`src/rtl/spi_pkg.sv`:
```
// Shared definitions for the SPI target: FSM state encoding, SPI mode
// constants and synchronizer depth.
package spi_pkg;

  typedef enum logic [1:0] {
    ST_IDLE  = 2'd0,
    ST_LOAD  = 2'd1,
    ST_SHIFT = 2'd2,
    ST_DONE  = 2'd3
  } spi_state_e;

  // Mode 0: sck idles low, data sampled on the leading (rising) edge.
  localparam logic SPI_CPOL = 1'b0;
  localparam logic SPI_CPHA = 1'b0;

  // Flops between the pin and the first usable synchronized copy.
  localparam int SYNC_STAGES = 2;

  // Bit counter width able to hold 0..w inclusive.
  function automatic int cnt_width(input int w);
    return $clog2(w) + 1;
  endfunction

endpackage

```
`src/rtl/spi_sync_edge.sv`:
```
// Multi-flop synchronizer for one asynchronous pin, plus single-cycle rise and
// fall pulses taken between the last sync stage and one extra history flop.
module spi_sync_edge
  import spi_pkg::*;
#(
  parameter logic RST_VAL = 1'b0
) (
  input  logic clk_i,
  input  logic rst_n,
  input  logic d,
  output logic sync_o,
  output logic rise_o,
  output logic fall_o
);

  logic [SYNC_STAGES-1:0] sync_q;
  logic                   prev_q;

  // Shift the pin through the synchronizer and keep one cycle of history.
  always_ff @(posedge clk_i) begin
    if (!rst_n) begin
      sync_q <= {SYNC_STAGES{RST_VAL}};
      prev_q <= RST_VAL;
    end else begin
      // NOTE: non-blocking so every stage samples the previous stage's old value.
      sync_q <= {sync_q[SYNC_STAGES-2:0], d};
      prev_q <= sync_q[SYNC_STAGES-1];
    end
  end

  assign sync_o = sync_q[SYNC_STAGES-1];
  assign rise_o = sync_o & ~prev_q;
  assign fall_o = ~sync_o & prev_q;

endmodule

```
`src/rtl/spi_target.sv`:
```
// SPI target, mode 0, MSB first, fixed DATA_WIDTH-bit frames framed by cs_n.
// Receives a word into a valid/ready output and returns a word on miso.
// Optional feature macro: SPI_TARGET_OVERRUN_EN adds overrun_o / ovr_cnt_o.
module spi_target
  import spi_pkg::*;
#(
  parameter int                    DATA_WIDTH   = 32,
  parameter logic [DATA_WIDTH-1:0] TX_IDLE_WORD = '0
) (
  input  logic                  clk_i,
  input  logic                  rst_n,
  input  logic                  sck_i,
  input  logic                  cs_n_i,
  input  logic                  mosi_i,
  output logic                  miso_o,
  output logic                  miso_oe_o,
  input  logic [DATA_WIDTH-1:0] tx_data_i,
  input  logic                  tx_valid_i,
  output logic                  tx_ready_o,
  output logic [DATA_WIDTH-1:0] rx_data_o,
  output logic                  rx_valid_o,
  input  logic                  rx_ready_i,
  output logic                  frame_err_o,
`ifdef SPI_TARGET_OVERRUN_EN
  output logic                  overrun_o,
  output logic [7:0]            ovr_cnt_o,
`endif
  output logic                  busy_o
);

  localparam int                CNT_W    = cnt_width(DATA_WIDTH);
  localparam logic [CNT_W-1:0]  LAST_BIT = CNT_W'(DATA_WIDTH - 1);

  spi_state_e             state;
  logic [DATA_WIDTH-1:0]  tx_sh;
  logic [DATA_WIDTH-1:0]  rx_sh;
  logic [CNT_W-1:0]       bit_cnt;
  logic [SYNC_STAGES-1:0] mosi_q;
  logic                   mosi_sync;
  logic                   sck_sync, sck_rise, sck_fall;
  logic                   cs_sync, cs_rise, cs_fall;
  logic                   sample_edge, shift_edge;
  logic [DATA_WIDTH-1:0]  tx_next;
  logic                   unused_sync;

  spi_sync_edge #(.RST_VAL(SPI_CPOL)) u_sck_sync (
    .clk_i  (clk_i),
    .rst_n  (rst_n),
    .d      (sck_i),
    .sync_o (sck_sync),
    .rise_o (sck_rise),
    .fall_o (sck_fall)
  );

  // cs_n resets to the deselected level so reset never fakes a falling edge.
  spi_sync_edge #(.RST_VAL(1'b1)) u_cs_sync (
    .clk_i  (clk_i),
    .rst_n  (rst_n),
    .d      (cs_n_i),
    .sync_o (cs_sync),
    .rise_o (cs_rise),
    .fall_o (cs_fall)
  );

  // Deselect is tracked as a level, so these two edge copies are not needed.
  assign unused_sync = sck_sync ^ cs_rise;

  // mosi only needs a synchronized level, aligned with the sck sync stages.
  always_ff @(posedge clk_i) begin
    if (!rst_n) mosi_q <= '0;
    else        mosi_q <= {mosi_q[SYNC_STAGES-2:0], mosi_i};
  end
  assign mosi_sync = mosi_q[SYNC_STAGES-1];

  assign sample_edge = SPI_CPHA ? sck_fall : sck_rise;
  assign shift_edge  = SPI_CPHA ? sck_rise : sck_fall;
  assign tx_next     = tx_valid_i ? tx_data_i : TX_IDLE_WORD;

  // The tx word is consumed exactly in the LOAD cycle, so ready is a state decode.
  assign tx_ready_o = (state == ST_LOAD) && tx_valid_i;
  assign busy_o     = (state != ST_IDLE);

  // Frame FSM: load tx word, shift both directions, deliver the rx word.
  always_ff @(posedge clk_i) begin
    if (!rst_n) begin
      state       <= ST_IDLE;
      tx_sh       <= '0;
      rx_sh       <= '0;
      bit_cnt     <= '0;
      miso_o      <= 1'b0;
      miso_oe_o   <= 1'b0;
      rx_data_o   <= '0;
      rx_valid_o  <= 1'b0;
      frame_err_o <= 1'b0;
`ifdef SPI_TARGET_OVERRUN_EN
      overrun_o   <= 1'b0;
      ovr_cnt_o   <= '0;
`endif
    end else begin
      frame_err_o <= 1'b0;
      miso_oe_o   <= ~cs_sync;

      if (rx_valid_o && rx_ready_i) begin
        rx_valid_o <= 1'b0;
`ifdef SPI_TARGET_OVERRUN_EN
        overrun_o  <= 1'b0;
`endif
      end

      case (state)
        ST_IDLE: begin
          if (cs_fall) state <= ST_LOAD;
        end

        ST_LOAD: begin
          tx_sh   <= tx_next;
          miso_o  <= tx_next[DATA_WIDTH-1];
          bit_cnt <= '0;
          state   <= ST_SHIFT;
        end

        ST_SHIFT: begin
          if (sample_edge) begin
            // Completion wins over a cs_n release seen in the same cycle.
            rx_sh   <= {rx_sh[DATA_WIDTH-2:0], mosi_sync};
            bit_cnt <= bit_cnt + 1'b1;
            if (bit_cnt == LAST_BIT) state <= ST_DONE;
          end else if (cs_sync) begin
            // A release with no bits is the tail of a completed frame (the
            // DONE->LOAD re-arm), not a truncated one.
            frame_err_o <= (bit_cnt != '0);
            state       <= ST_IDLE;
          end else if (shift_edge && (bit_cnt != '0)) begin
            // bit_cnt==0 here is the trailing edge of the previous frame.
            tx_sh  <= {tx_sh[DATA_WIDTH-2:0], 1'b0};
            miso_o <= tx_sh[DATA_WIDTH-2];
          end
        end

        ST_DONE: begin
          if (!rx_valid_o || rx_ready_i) begin
            // NOTE: this later assignment overrides the handshake clear above.
            rx_data_o  <= rx_sh;
            rx_valid_o <= 1'b1;
          end else begin
`ifdef SPI_TARGET_OVERRUN_EN
            overrun_o <= 1'b1;
            if (ovr_cnt_o != 8'hFF) ovr_cnt_o <= ovr_cnt_o + 8'd1;
`endif
          end
          state <= cs_sync ? ST_IDLE : ST_LOAD;
        end

        default: state <= ST_IDLE;
      endcase

      if (cs_sync) miso_o <= 1'b0;
    end
  end

endmodule

```
`config.mk`:
```
export PLATFORM = sky130hd
export DESIGN_NAME = spi_target
export DESIGN_NICKNAME = d
export VERILOG_FILES = /design/src/rtl/spi_pkg.sv /design/src/rtl/spi_sync_edge.sv /design/src/rtl/spi_target.sv
export SDC_FILE = /design/constraint.sdc
export NUM_CORES = 1
export LEC_CHECK = 0
export ABC_AREA = 1
export CAP_MARGIN = 20
export CORE_AREA = 2 2 120 122
export CTS_CLUSTER_SIZE = 40
export DETAILED_ROUTE_END_ITERATION = 10
export DIE_AREA = 0 0 122 124
export HOLD_SLACK_MARGIN = 0.12
export PLACE_DENSITY = 0.56
export SETUP_SLACK_MARGIN = 0.05
export SLEW_MARGIN = 10
export SYNTH_ARGS = -nofsm -noshare
export SYNTH_HDL_FRONTEND = slang
export SYNTH_SLANG_ARGS = --single-unit
```
`constraint.sdc`:
```
create_clock -name clk_i -period 1.6 [get_ports clk_i]
set_input_delay 0.32 -clock clk_i [delete_from_list [all_inputs] [get_ports clk_i]]
set_output_delay 0.32 -clock clk_i [all_outputs]
set_load 0.03 [all_outputs]
```
Yosys cells after proc, flatten, opt, wreduce, memory -nomap -nowiden:

Cells that the tools add are included.

* bits in registers: 115
* output and inout bits: 38

* add/subtract/negate cells: 1
* equal/unequal tests: 11
* mux-type cells: 19
* bitwise operators: 8
* reduce and logical (&&, ||, !) cells: 17

Operator list (number)
* $mux 31: 3
* $pmux 31 s2: 1
* $mux 32: 1
* $pmux 6 s2: 1
* $ne 2x2->1 const B: 5
* $mux 2: 4
* $pmux 2 s4: 1
* $add 6x1->6 const B: 1
* $eq 6x5->1 const B: 1
* $mux 1: 6
* $mux 6: 1
* $reduce_and 2->1: 3
* $reduce_and 3->1: 2
* $reduce_bool 6->1: 1
* $not 1->1: 5
* $eq 2x2->1 const B: 2
* $reduce_and 4->1: 1
* $reduce_bool 2->1: 2
* $reduce_or 4->1: 1
* $and 1x1->1: 3
* $logic_and 1x1->1: 3
* $ne 3x2->1 const B: 1
* $ne 3x3->1 const B: 1
* $eq 2x1->1 const B: 1
* 5 further kinds: 5

Longest topological paths before layout:

* depth in word-level cells: 7
* gate-level depth with buffers: 9

Cells and area by module:

A second synthesis with hierarchy kept.

* cells, all modules: 664
* area total of the unflattened synthesis: 4795.8 um2

Modules (own cells, without submodules)
* spi_target: times used 1, cells an instance 639, area an instance 4601.9 um2
* spi_sync_edge (u_sck_sync): times used 1, cells an instance 13, area an instance 100.1 um2
* spi_sync_edge (u_cs_sync): times used 1, cells an instance 12, area an instance 93.8 um2

Worst setup path after synthesis:

No wires, ideal clock.

* path kind: input -> output
* start: input port tx_valid_i
* end: output port tx_ready_o
* data arrival time: 1.078 ns
* slack: 0.202 ns
* stages on the path: 3
* buffers on the path: 1
* path through: clkbuf_1 -> inv_1 -> nor2_1

* word-level cells in the longest chain between the ends: 1

RTL lines
* from (decl): RTL line spi_target.sv:18 `input logic tx_valid_i,`
* $logic_and 1x1->1: RTL line spi_target.sv:80 `assign tx_ready_o = (state == ST_LOAD) && tx_valid_i;`
* to (decl): RTL line spi_target.sv:19 `output logic tx_ready_o,`

No other way between the ends.

Worst setup path in the final report:

* start: register state[1]
* end: output port tx_ready_o

* word-level cells in the longest chain between the ends: 2

RTL lines
* from (decl): RTL line spi_target.sv:34 `spi_state_e state;`
* from (signal assigned): RTL line spi_target.sv:151 `state <= cs_sync ? ST_IDLE : ST_LOAD;`
* $eq 2x1->1: RTL line spi_target.sv:80
* $logic_and 1x1->1: RTL line spi_target.sv:80

No other way between the ends.

==> impl_metrics.csv <==
group,metric,value,unit
setup_path,startpoint_type,"register",
synth,yosysWarningCount,0,
finish,final_cells,938,
place,pre_cts_ws,-0.0679,ns
clock_tree,ctsHoldBuffers,0,
timing,fmax,647,MHz
setup_path,endpoint_kind,"output port",
global_route,grt_pass1_wl,17.8,mm
flow_run,max_cap_viol_count,0,
clock_tree,cts_root_buf,"clkbuf_16",
setup_path,cp.arrival,1.23,ns
place,dp.cells,901,
drt,viasPerCell,4.65,
drt,first_pass_iters,7,
die,fp.coreArea,13700,µm²
global_route,grt_overflow,0,
global_route,antenna_found_initial,0,
finish,fin_util,0.464,
die,initial_core_util,0.348,
timing,finalCritPeriodShare,0.967,
finish,diodes,0,
drt,postRouteAntennaNets,0,
timing,tightest_slew,0.346,ns
drt,drc,0,
setup_path,r2r_end,"bit_cnt[2]",
timing,timing_hold_violations_final,0,
synth,avgSynthCellArea,7.13,µm²
drt,num_vias,4361,
outcome,status,"complete, no violations",
timing,setup_ws,0.0533,ns
synth,syn-cell-area,4780,µm²
place,hpwl,6.92,mm
timing,clock_skew,0.00603,ns
synth,synth_seq_cells,115,
clock_tree,clk_path_buf_depth,2,
setup_path,worstPathMaxFanout,3,
setup_path,regToRegSetupSlack,0.10,ns
place,portBuffers,76,
synth,synth_edf_count,0,
synth,synth.largest_area_cell,"dfxtp_1",
clock_tree,cts-buffers-inserted,17,
clock_tree,clock-sinks,115,
global_route,gr-usage-all-layers,0.148,
finish,area_growth_syn_to_layout,33.4,%
place,finalWeightedCongestion,0.742,
setup_path,criticalPathCategory,"register to output port",
die,die_w,122,µm
timing,slew_headroom,0.767,
setup_path,worst_ep_required_time,1.28,ns
clock_tree,clk_pin_slew,0.05,ns
pwr,p_per_area,1420,nW/µm²
worst_hold_path,hold_path_class,"input port to register",
synth,syn-instance-count,670,
setup_path,reg2regPathDepth,7,
setup_path,reg2reg_from,"state[0]",
global_route,grt_pass1_vias,3847,
drt,wirelength,10.5,mm
timing,fin_crit,1.55,ns
synth,syn-num-nets,711,
finish,nets,787,
pwr,p_leak,0.00283,µW
finish,drive_gt1_frac,0.103,
die,rows,43,
clock_tree,cts_tree,"done",
drt,drtIter0Drc,268,
die,io_pins,77,
drt,post_drt_wl_per_cell,11.2,µm
synth,async_reset_ff_frac,0,
setup_path,crit_end,"tx_ready_o",
timing,setup_violations,0,
synth,synth_area_leaders,"dfxtp_1 (48%), nor2_1 (13%), o21ai_0 (10%)",
timing,rsz0062_at_grt,"yes",
die,die_h,124,µm
clock_tree,clk_latency,0.41,ns
timing,holdWs,0.312,ns
synth,ys_seq_area_frac,0.482,
timing,drv_slew,0,
synth,synth_top_flop_cell,"dfxtp_1",
timing,setup_tns,0,ns
global_route,grt_max_degree,71,
die,die-area,15100,µm²
synth,synth.distinct_cells,25,
clock_tree,htreeDepth,4,
setup_path,critPathLaunch,"state[1]",
synth,synth_top_area_frac,0.482,
pwr,peakVddDrop,0.735,mV
worst_hold_path,min-delay-start,"rst_n",
-- registers in the layout, indices dropped and copies added (netlist names) --
| name | flops |
|---|---|
| u_sck_sync.prev_q | 1 |
| tx_sh | 31 |
| u_sck_sync.sync_q | 2 |
| u_cs_sync.prev_q | 1 |
| u_cs_sync.sync_q | 2 |
| mosi_q | 2 |
| bit_cnt | 6 |
| rx_sh | 32 |
| miso_o | 1 |
| frame_err_o | 1 |
| rx_valid_o | 1 |
| state | 2 |
| rx_data_o | 32 |
| miso_oe_o | 1 |
-- layout by cell type, fill, tap and decap left out, drive strengths merged --
cell,instances
nand4,1
nor3b,1
nor2,175
nor3,2
clkinvlp,3
clkinv,4
dfxtp,115
ha,2
buf,29
dlygate4sd2,35
or2,2
nand2,123
clkdlybuf4s15,1
clkbuf,22
dlymetal6s2s,1
a21oi,39
clkdlybuf4s50,36
bufinv,2
o21ai,99
nand3,41
inv,25
-- cells by family after synthesis --
logic type | Yosys count | share of synthesized area
simple gates | 345 | 0.296
buf+inv | 70 | 0.0710
flops | 115 | 0.482
fa+ha+maj | 2 | 0.00524
compound gates | 138 | 0.146
-- cells in the mapped netlist, types with 2 or more instances --
cell type,instances
buf_6,6
a21oi_1,37
inv_1,23
inv_2,2
nor3_1,2
buf_2,16
buf_1,3
nand3_1,40
or2_2,2
nor2_1,171
nor2_4,2
ha_1,2
a21oi_2,2
nand2_1,120
o21ai_0,99
dfxtp_1,115
clkbuf_1,19
nand2_2,2
-- final cells by class --
class	instances	area (µm²)
inverter	25	96.3
tap	180	225
multi-input combinational	485	2150
sequential	115	2310
clock buffer	22	464
clock inverter	9	106
fill	1395	7350
timing repair buffer	102	1020
-- worst max-delay path, stage by stage, from the launching register on --
cell and delay (ns):
dfxtp_4 0.35, inv_4 0.06, nand2_4 0.04, buf_6 0.12, nor2_4 0.11, buf_6 0.14
-- stage by stage --
step                cell area, µm²  total power, µW
floorplan                     4780             4980
global placement              5760             5420
detailed placement            5760             5460
CTS                           6300             9100
global route                  6370             9610
finish                        6370             9070
-- repair_timing --
item,4_1_cts,5_1_grt
endpoints found under the setup margin,38,18
setup buffers,0,6
gates resized for setup,43,9
pin swaps,0,1
-- routing by layer --
layer	part of all wire	vias to the layer above	global-route usage	wire length, µm
li1	-	2306	-	-
met1	0.48	1959	0.177	5020
met2	0.47	80	0.244	4950
met3	0.038	16	0.0426	403
met4	0.015	0	0.0726	156
met5	0	-	0	0
-- worst min path at each step --
stage,to,depth (start not counted)
5_1_grt,tx_sh[0],3
2_1_floorplan,mosi_q[1],2
3_5_place_dp,u_sck_sync.sync_q[1],2
6_report,tx_sh[0],3
4_1_cts,tx_sh[0],3
3_3_place_gp,u_cs_sync.sync_q[1],1
-- where the power goes --
group          switching (µW)  total, µW  internal (µW)
sequential                178       3400           3220
combinational            1170       2050            880
clock                    1270       3620           2350
total                    2620       9070           6460
Note: power is estimated with default switching activity, not from simulation.
